==> config.mk <==
export PLATFORM = sky130hd
export DESIGN_NAME = banco_reg_sb_flat
export DESIGN_NICKNAME = d
export VERILOG_FILES = /design/src/rtl/banco_reg_sb_if.sv /design/src/rtl/banco_reg_sb.sv /design/src/flat_wrapper.sv
export SDC_FILE = /design/constraint.sdc
export NUM_CORES = 1
export LEC_CHECK = 0
export ABC_AREA = 1
export CORE_ASPECT_RATIO = 0.9
export CORE_MARGIN = 3
export CORE_UTILIZATION = 40
export DETAILED_ROUTE_END_ITERATION = 12
export PLACE_DENSITY = 0.61
export SETUP_SLACK_MARGIN = 0.02
export SLEW_MARGIN = 20
export SYNTH_ARGS = -nofsm -noshare
export SYNTH_HDL_FRONTEND = slang
export SYNTH_SLANG_ARGS = --single-unit
==> constraint.sdc <==
create_clock -name clk -period 5.8 [get_ports clk]
set_input_delay 1.74 -clock clk [delete_from_list [all_inputs] [get_ports clk]]
set_output_delay 1.74 -clock clk [all_outputs]
set_load 0.01 [all_outputs]
==> src/rtl/banco_reg_sb_if.sv <==
// Bus bundle for banco_reg_sb: two write ports, two read ports and the
// busy-scoreboard control/status signals. The decode stage holds the master
// side and the register file holds the slave side.
interface banco_reg_sb_if #(
  parameter int DataWidth = 8,
  parameter int NumRegs   = 8,
  parameter int AddrWidth = $clog2(NumRegs)
);
  logic                 we3;
  logic [AddrWidth-1:0] wa3;
  logic [DataWidth-1:0] wd3;
  logic                 we4;
  logic [AddrWidth-1:0] wa4;
  logic [DataWidth-1:0] wd4;
  logic [AddrWidth-1:0] ra1;
  logic [AddrWidth-1:0] ra2;
  logic [DataWidth-1:0] rd1;
  logic [DataWidth-1:0] rd2;
  logic                 rsv_en;
  logic [AddrWidth-1:0] rsv_a;
  logic                 busy1;
  logic                 busy2;
  logic [NumRegs-1:0]   busy_vec;
  logic                 clr;

  modport master (
    output we3, wa3, wd3, we4, wa4, wd4, ra1, ra2, rsv_en, rsv_a, clr,
    input  rd1, rd2, busy1, busy2, busy_vec
  );

  modport slave (
    input  we3, wa3, wd3, we4, wa4, wd4, ra1, ra2, rsv_en, rsv_a, clr,
    output rd1, rd2, busy1, busy2, busy_vec
  );
endinterface

==> src/rtl/banco_reg_sb.sv <==
// Two-write / two-read register file with optional write-to-read forwarding
// and a per-register busy scoreboard for read-after-write hazard detection.
// Register 0 is hardwired to zero and can never be marked busy.
module banco_reg_sb #(
  parameter int DataWidth = 8,
  parameter int NumRegs   = 8,
  parameter int AddrWidth = $clog2(NumRegs),
  parameter int Bypass    = 1
) (
  input logic            clk,
  input logic            reset,
  banco_reg_sb_if.slave  bus
);

  localparam logic LBypass = (Bypass != 0);

  logic [DataWidth-1:0] r_regs [NumRegs];
  logic [NumRegs-1:0]   r_busy;
  logic [NumRegs-1:0]   w_busy_nxt;

  logic w_hit3_1, w_hit4_1, w_hit3_2, w_hit4_2;
  logic w_b4_drop;

  // A write forwards to a read port only when bypass is built in, the port is
  // enabled and the addresses match on a nonzero register.
  function automatic logic f_hit(input logic en,
                                 input logic [AddrWidth-1:0] wa,
                                 input logic [AddrWidth-1:0] ra);
    return LBypass && en && (wa == ra) && (ra != '0);
  endfunction

  // Port B loses a same-address collision with port A.
  assign w_b4_drop = bus.we3 && (bus.wa3 == bus.wa4);

  // Register storage: port B first, port A may overwrite; address 0 is never written.
  always_ff @(posedge clk or negedge reset) begin
    if (!reset) begin
      for (int i = 0; i < NumRegs; i++) r_regs[i] <= '0;
    end else begin
      if (bus.we4 && (bus.wa4 != '0) && !w_b4_drop) r_regs[bus.wa4] <= bus.wd4;
      if (bus.we3 && (bus.wa3 != '0))               r_regs[bus.wa3] <= bus.wd3;
    end
  end

  // Next busy state: write clears, a younger reservation overrides the write,
  // and a flush overrides everything; bit 0 is forced clear.
  always_comb begin
    w_busy_nxt = r_busy;
    for (int i = 1; i < NumRegs; i++) begin
      if ((bus.we3 && (bus.wa3 == AddrWidth'(i))) ||
          (bus.we4 && (bus.wa4 == AddrWidth'(i))))
        w_busy_nxt[i] = 1'b0;
      if (bus.rsv_en && (bus.rsv_a == AddrWidth'(i)))
        w_busy_nxt[i] = 1'b1;
    end
    if (bus.clr) w_busy_nxt = '0;
    w_busy_nxt[0] = 1'b0;
  end

  // Busy scoreboard register.
  always_ff @(posedge clk or negedge reset) begin
    if (!reset) r_busy <= '0;
    else        r_busy <= w_busy_nxt;
  end

  assign w_hit3_1 = f_hit(bus.we3, bus.wa3, bus.ra1);
  assign w_hit4_1 = f_hit(bus.we4, bus.wa4, bus.ra1);
  assign w_hit3_2 = f_hit(bus.we3, bus.wa3, bus.ra2);
  assign w_hit4_2 = f_hit(bus.we4, bus.wa4, bus.ra2);

  // Read port 1: forced zero under reset or for r0, then forwarded data, then storage.
  always_comb begin
    if (!reset || (bus.ra1 == '0)) bus.rd1 = '0;
    else if (w_hit3_1)             bus.rd1 = bus.wd3;
    else if (w_hit4_1)             bus.rd1 = bus.wd4;
    else                           bus.rd1 = r_regs[bus.ra1];
  end

  // Read port 2: same selection as port 1.
  always_comb begin
    if (!reset || (bus.ra2 == '0)) bus.rd2 = '0;
    else if (w_hit3_2)             bus.rd2 = bus.wd3;
    else if (w_hit4_2)             bus.rd2 = bus.wd4;
    else                           bus.rd2 = r_regs[bus.ra2];
  end

  // A forwarded value is available now, so the operand is not reported busy.
  assign bus.busy1    = r_busy[bus.ra1] & ~(w_hit3_1 | w_hit4_1);
  assign bus.busy2    = r_busy[bus.ra2] & ~(w_hit3_2 | w_hit4_2);
  assign bus.busy_vec = r_busy;

endmodule

==> src/flat_wrapper.sv <==
// flat-port wrapper written by rule: the top's interface ports become plain ports
module banco_reg_sb_flat 
#(
  parameter int DataWidth = 8,
  parameter int NumRegs   = 8,
  parameter int AddrWidth = $clog2(NumRegs),
  parameter int Bypass    = 1
)
  (clk, reset, bus_we3, bus_wa3, bus_wd3, bus_we4, bus_wa4, bus_wd4, bus_ra1, bus_ra2, bus_rsv_en, bus_rsv_a, bus_clr, bus_rd1, bus_rd2, bus_busy1, bus_busy2, bus_busy_vec);
  banco_reg_sb_if #(.DataWidth(DataWidth), .NumRegs(NumRegs), .AddrWidth(AddrWidth)) bus_i ();
  input logic clk;
  input logic reset;
  input wire logic [$bits(bus_i.we3)-1:0] bus_we3;
  input wire logic [$bits(bus_i.wa3)-1:0] bus_wa3;
  input wire logic [$bits(bus_i.wd3)-1:0] bus_wd3;
  input wire logic [$bits(bus_i.we4)-1:0] bus_we4;
  input wire logic [$bits(bus_i.wa4)-1:0] bus_wa4;
  input wire logic [$bits(bus_i.wd4)-1:0] bus_wd4;
  input wire logic [$bits(bus_i.ra1)-1:0] bus_ra1;
  input wire logic [$bits(bus_i.ra2)-1:0] bus_ra2;
  input wire logic [$bits(bus_i.rsv_en)-1:0] bus_rsv_en;
  input wire logic [$bits(bus_i.rsv_a)-1:0] bus_rsv_a;
  input wire logic [$bits(bus_i.clr)-1:0] bus_clr;
  output wire logic [$bits(bus_i.rd1)-1:0] bus_rd1;
  output wire logic [$bits(bus_i.rd2)-1:0] bus_rd2;
  output wire logic [$bits(bus_i.busy1)-1:0] bus_busy1;
  output wire logic [$bits(bus_i.busy2)-1:0] bus_busy2;
  output wire logic [$bits(bus_i.busy_vec)-1:0] bus_busy_vec;
  assign bus_i.we3 = bus_we3;
  assign bus_i.wa3 = bus_wa3;
  assign bus_i.wd3 = bus_wd3;
  assign bus_i.we4 = bus_we4;
  assign bus_i.wa4 = bus_wa4;
  assign bus_i.wd4 = bus_wd4;
  assign bus_i.ra1 = bus_ra1;
  assign bus_i.ra2 = bus_ra2;
  assign bus_i.rsv_en = bus_rsv_en;
  assign bus_i.rsv_a = bus_rsv_a;
  assign bus_i.clr = bus_clr;
  assign bus_rd1 = bus_i.rd1;
  assign bus_rd2 = bus_i.rd2;
  assign bus_busy1 = bus_i.busy1;
  assign bus_busy2 = bus_i.busy2;
  assign bus_busy_vec = bus_i.busy_vec;
  banco_reg_sb #(.DataWidth(DataWidth), .NumRegs(NumRegs), .AddrWidth(AddrWidth), .Bypass(Bypass)) u_core (.clk(clk), .reset(reset), .bus(bus_i));
endmodule
After elaboration in Yosys (flattened, before gate mapping)
Index checks and enable logic that the tools add are counted.
Widths: inputs -> output; s select.

word-level totals
  bits in registers = 71
  input bits = 37
  output and inout bits = 26
  logic and storage cells = 157

cells by class
  magnitude comparators = 8
  equal/unequal tests = 26
  muxes and demuxes = 39
  bitwise logic cells = 10
  reduce and logical (&&, ||, !) cells = 59

operator list
  kind                number
  $bwmux 64           2
  $mux 64             2
  $mux 8              13
  $bmux 8 s3          2
  $demux 8 s3         2
  $eq 3x3->1 const B  12
  $logic_and 1x1->1   35
  $reduce_bool 3->1   11
  $eq 3x2->1 const B  6
  $ge 4x4->1 const B  4
  $mux 1              16
  $not 3->4           4
  $eq 3x3->1          5
  $eq 3x1->1 const B  3
  $logic_or 1x1->1    9
  $lt 3x4->1 const B  2
  $lt 4x1->1 const B  2
  $bmux 1 s3          2
  $logic_not 3->1     2
  $and 1x1->1         2
  $logic_not 1->1     2
  $not 1->1           2
  $or 1x1->1          2

Logic depth before layout (Yosys ltp)
  depth after elaboration = 9
  depth in mapped cells = 12
  depth with buffers taken out = 11

Worst setup path before layout
Ideal clock, no wire load.

  path type = input to output
  start point = input port bus_ra2[1]
  end point = output port bus_rd2[5]
  arrival time = 2.812 ns
  data required time = 4.060 ns
  path slack = 1.248 ns
  stages on the path = 7
  path buffers = 1
  cell sequence = buf_2 xor2_1 nor2_2 nand3_2 nand2_1 inv_1 a21oi_1

on the way
  cells in the longest elaborated chain, start to end = 7

RTL lines
  what                                        line                RTL
  from (decl)                                 flat_wrapper.sv:20  input wire logic [$bits(bus_i.ra2)-1:0] bus_ra2;
  $not 3->4 (not written as such)             banco_reg_sb.sv:84  else bus.rd2 = r_regs[bus.ra2];
  $bmux 8 s3                                  banco_reg_sb.sv:84
  $mux 8 (not written as such) (2 in series)  banco_reg_sb.sv:84
  $mux 8                                      banco_reg_sb.sv:83  else if (w_hit4_2) bus.rd2 = bus.wd4;
  $mux 8                                      banco_reg_sb.sv:82  else if (w_hit3_2) bus.rd2 = bus.wd3;
  $mux 8 (*)                                  banco_reg_sb.sv:81  if (!reset || (bus.ra2 == '0)) bus.rd2 = '0;
  to (decl)                                   flat_wrapper.sv:25  output wire logic [$bits(bus_i.rd2)-1:0] bus_rd2;

Every way passes the cells marked *; elsewhere a longest branch is shown, timed or not. The select of a mux whose other input is x is not followed.

Worst setup path in the final report
  start point = input port bus_ra1[2]
  end point = output port bus_rd1[2]

on the way
  cells in the longest elaborated chain, start to end = 7

RTL lines
  what                                        line                RTL
  from (decl)                                 flat_wrapper.sv:19  input wire logic [$bits(bus_i.ra1)-1:0] bus_ra1;
  $not 3->4 (not written as such)             banco_reg_sb.sv:76  else bus.rd1 = r_regs[bus.ra1];
  $bmux 8 s3                                  banco_reg_sb.sv:76
  $mux 8 (not written as such) (2 in series)  banco_reg_sb.sv:76
  $mux 8                                      banco_reg_sb.sv:75  else if (w_hit4_1) bus.rd1 = bus.wd4;
  $mux 8                                      banco_reg_sb.sv:74  else if (w_hit3_1) bus.rd1 = bus.wd3;
  $mux 8 (*)                                  banco_reg_sb.sv:73  if (!reset || (bus.ra1 == '0)) bus.rd1 = '0;
  to (decl)                                   flat_wrapper.sv:24  output wire logic [$bits(bus_i.rd1)-1:0] bus_rd1;

Marked as above.

==> qor.tcl <==
set qor(via_count_of_the_first_global_routing_pass) 6137
set qor(detailed_place_hpwl_um) 18000
set qor(max_slew.worst_pin.slew_ps) 990
set qor(synth_cell_types) 32
set qor(detail_route.wirelength_um) 24100
set qor(finClkSkew_ps) 0
set qor(drv_slew) 0
set qor(floorplan.die.width_um) 133
set qor(cts.reportedPaths.clkPinSlew_ps) 60
set qor(post_synth_instance_area_mm2) 0.00579
set qor(fmax_ghz) 0.176
set qor(coreArea_mm2) 0.0141
set qor(synth_seq_cells) 71
set qor(initial_core_util_pct) 41.1
set qor(final_hold_viol_count) 0
set qor(syn-mean-instance-area_um2) 6.10
set qor(count_of_hold_buffers_inserted_by_post_cts_repair) 0
set qor(clock_tree.root_cell) {clkbuf_16}
set qor(drt_drc_violations_left) 0
set qor(portBuffers) 61
set qor(synth_top_area_share_pct) 30.7
set qor(ys_warn_count) 0
set qor(drt_first_pass_iters) 6
set qor(design.portCount) 63
set qor(synth-edff-count) 0
set qor(place_congestion) 0.997
set qor(setup_tns_ps) 0
set qor(dr.first_iter.drc_count) 813
set qor(ctsLongestPathBuffers) 2
set qor(dieHeight_um) 120
set qor(numCtsBuffers) 9
set qor(p_leak_uw) 0.00361
set qor(clk_latency_worst_skew_pair_ps) 350
set qor(antenna_cells_inserted) 0
set qor(yosysTopAreaCell) {dfrtp_1}
set qor(final_core_utilization_pct) 50.4
set qor(most_used_standard_cell_by_instance_count_after_synthesis) {nand2_1}
set qor(antenna_found_initial) 1
set qor(peakVddDrop_v) 0.000178
set qor(tritoncts) {built}
set qor(h-tree-depth) 3
set qor(worst-setup-path-type) {in2out}
set qor(rsz0062_at_grt) {true}
set qor(worst-endpoint-arrival_ps) 3940
set qor(route.detailed.vias_per_inst) 5.54
set qor(worst_setup_path_end_kind) {output port}
set qor(critPathRequiredTime_ps) 4060
set qor(overflow) 0
set qor(critical_path.max_fanout) 7
set qor(synth.area.top_cells) {dfrtp_1 31%, nand2_1 20%, nand3_1 13%}
set qor(placed_cell_area_mm2) 0.00677
set qor(final_layout_size_suffix_gt1_share_pct) 10.3
set qor(final_net_count) 1055
set qor(seq_area_frac_synth_pct) 30.7
set qor(synth_top_flop_cell) {dfrtp_1}
set qor(grt_pass1_wl_um) 37000
set qor(startpoint_type) {input pin}
set qor(postSynthNetCount) 986
set qor(power.density_cell_area_mw_per_mm2) 261
set qor(min_period_over_period_pct) 97.9
set qor(rows) 41
set qor(die_area_mm2) 0.0160
set qor(min-delay-path-class) {reg2reg}
set qor(syn2layout_area_growth_pct) 22.7
set qor(status) {completed}
set qor(timing.max_cap.violations) 0
set qor(grt_use_total_pct) 30.3
set qor(synthesis.instances) 949
set qor(final_area_mm2) 0.00711
set qor(final_period_minus_worst_setup_slack_ps) 5680
set qor(worst_slew_margin_rel_pct) 34.0
set qor(synth_async_sr_flop_share_pct) 100
set qor(grt_max_degree) 72
set qor(avgRoutedWirePerCell_um) 19.8
set qor(synth.cells.most_frequent) {315 x nand2_1, 156 x nand3_1, 96 x inv_1}
set qor(numClockSinks) 71
set qor(route.vias.total) 6734
set qor(setup_viol_count_final) 0
set qor(postRouteAntennaNets) 0
## through the flow
step,power (µW),hold WS (ps),instances,setup WS (ps)
floorplan,1010,440,949,1250
global placement,1250,407,1199,29.0
detailed placement,1250,408,1199,104
CTS,1850,425,1215,84.2
global route,1960,437,1216,17.9
finish,1860,423,1216,122
## critical path, stage by stage
cell and delay [ps]:
clkdlybuf4s50_1 530, nor3_2 280, nor2_1 110, nand2_2 160
inv_1 110, nand2_1 80, nand2_1 60, a21oi_1 260
clkdlybuf4s50_1 600
## layout make-up
cell class,count,area (µm²)
multi-input cells,709,3330
clock inverters,4,52.6
repair buffers,114,1010
fillers,1532,7000
inverters,113,429
clock buffers,12,267
well taps,193,241
flip-flops and latches,71,1780
## registers in the layout, summed over array words and instances, names as in the netlist
register             flops
u_core.r_regs           64
u_core.bus.busy_vec      7
## final timing paths
check                                            startpoint                          end  slack [ps]  cells after the start
worst max-delay path                             bus_ra1[2]                   bus_rd1[2]         120                      9
worst min-delay path            u_core.r_regs[58]$_DFF_PN0_  u_core.r_regs[58]$_DFF_PN0_         420                      0
worst max register to register   u_core.r_regs[5]$_DFF_PN0_   u_core.r_regs[5]$_DFF_PN0_        4850                      6
worst min register to register  u_core.r_regs[58]$_DFF_PN0_  u_core.r_regs[58]$_DFF_PN0_         420                      0
max in group asynchronous                             reset   u_core.r_regs[4]$_DFF_PN0_        3510                      2
min in group asynchronous                             reset  u_core.r_regs[61]$_DFF_PN0_        1590                      2
## repair_timing
item | in CTS | in global routing
setup endpoints to repair | 0 | 7
buffers inserted | 0 | 1
gates resized for setup | 0 | 4
## kinds of logic (layout without fill, tap and decap cells)
logic type | after synthesis | in the layout | share of synthesized area [%]
AND/OR/NAND/NOR | 569 | 569 | 44.2
flip-flops | 71 | 71 | 30.7
other | 1 | 1 | 0.0647
AO/OA/AOI/OAI | 137 | 137 | 12.8
XOR/XNOR | 2 | 2 | 0.302
buffers and inverters | 169 | 243 | 11.9
## power breakdown
group | internal (µW) | leakage [µW] | switching (µW) | total, µW
combinational | 226 | 0.00259 | 358 | 584
sequential | 588 | 0.000865 | 85.4 | 674
clock | 368 | 0.000147 | 233 | 601
total | 1180 | 0.00361 | 676 | 1860
## placed cells by master, fill, tap and decap left out, drive strengths merged
cell type      Yosys  routed
dlymetal6s2s       0       1
clkdlybuf4s50      0      57
o31ai              2       2
a21oi             39      39
nand3            162     162
nor3               7       7
buf               29      56
nand3b             1       1
o21ai             81      81
conb               1       1
clkinvlp           0       3
nand2            319     319
o211ai            14      14
clkbuf            27      12
nor2              34      34
clkinv             6       6
xor2               2       2
nand4             46      46
bufinv             0       1
a31oi              1       1
dfrtp             71      71
inv              107     107
## routing by layer
| layer | global-route usage (%) | part of all wire [%] | vias to the layer above |
|---|---|---|---|
| met2 | 43.0 | 42 | 348 |
| met1 | 45.4 | 46 | 3096 |
| met3 | 9.15 | 11 | 32 |
| met4 | 6.49 | 1.6 | 0 |
| li1 | - | - | 3258 |
| met5 | 0 | 0 | - |
(Power assumes the default switching activity.)
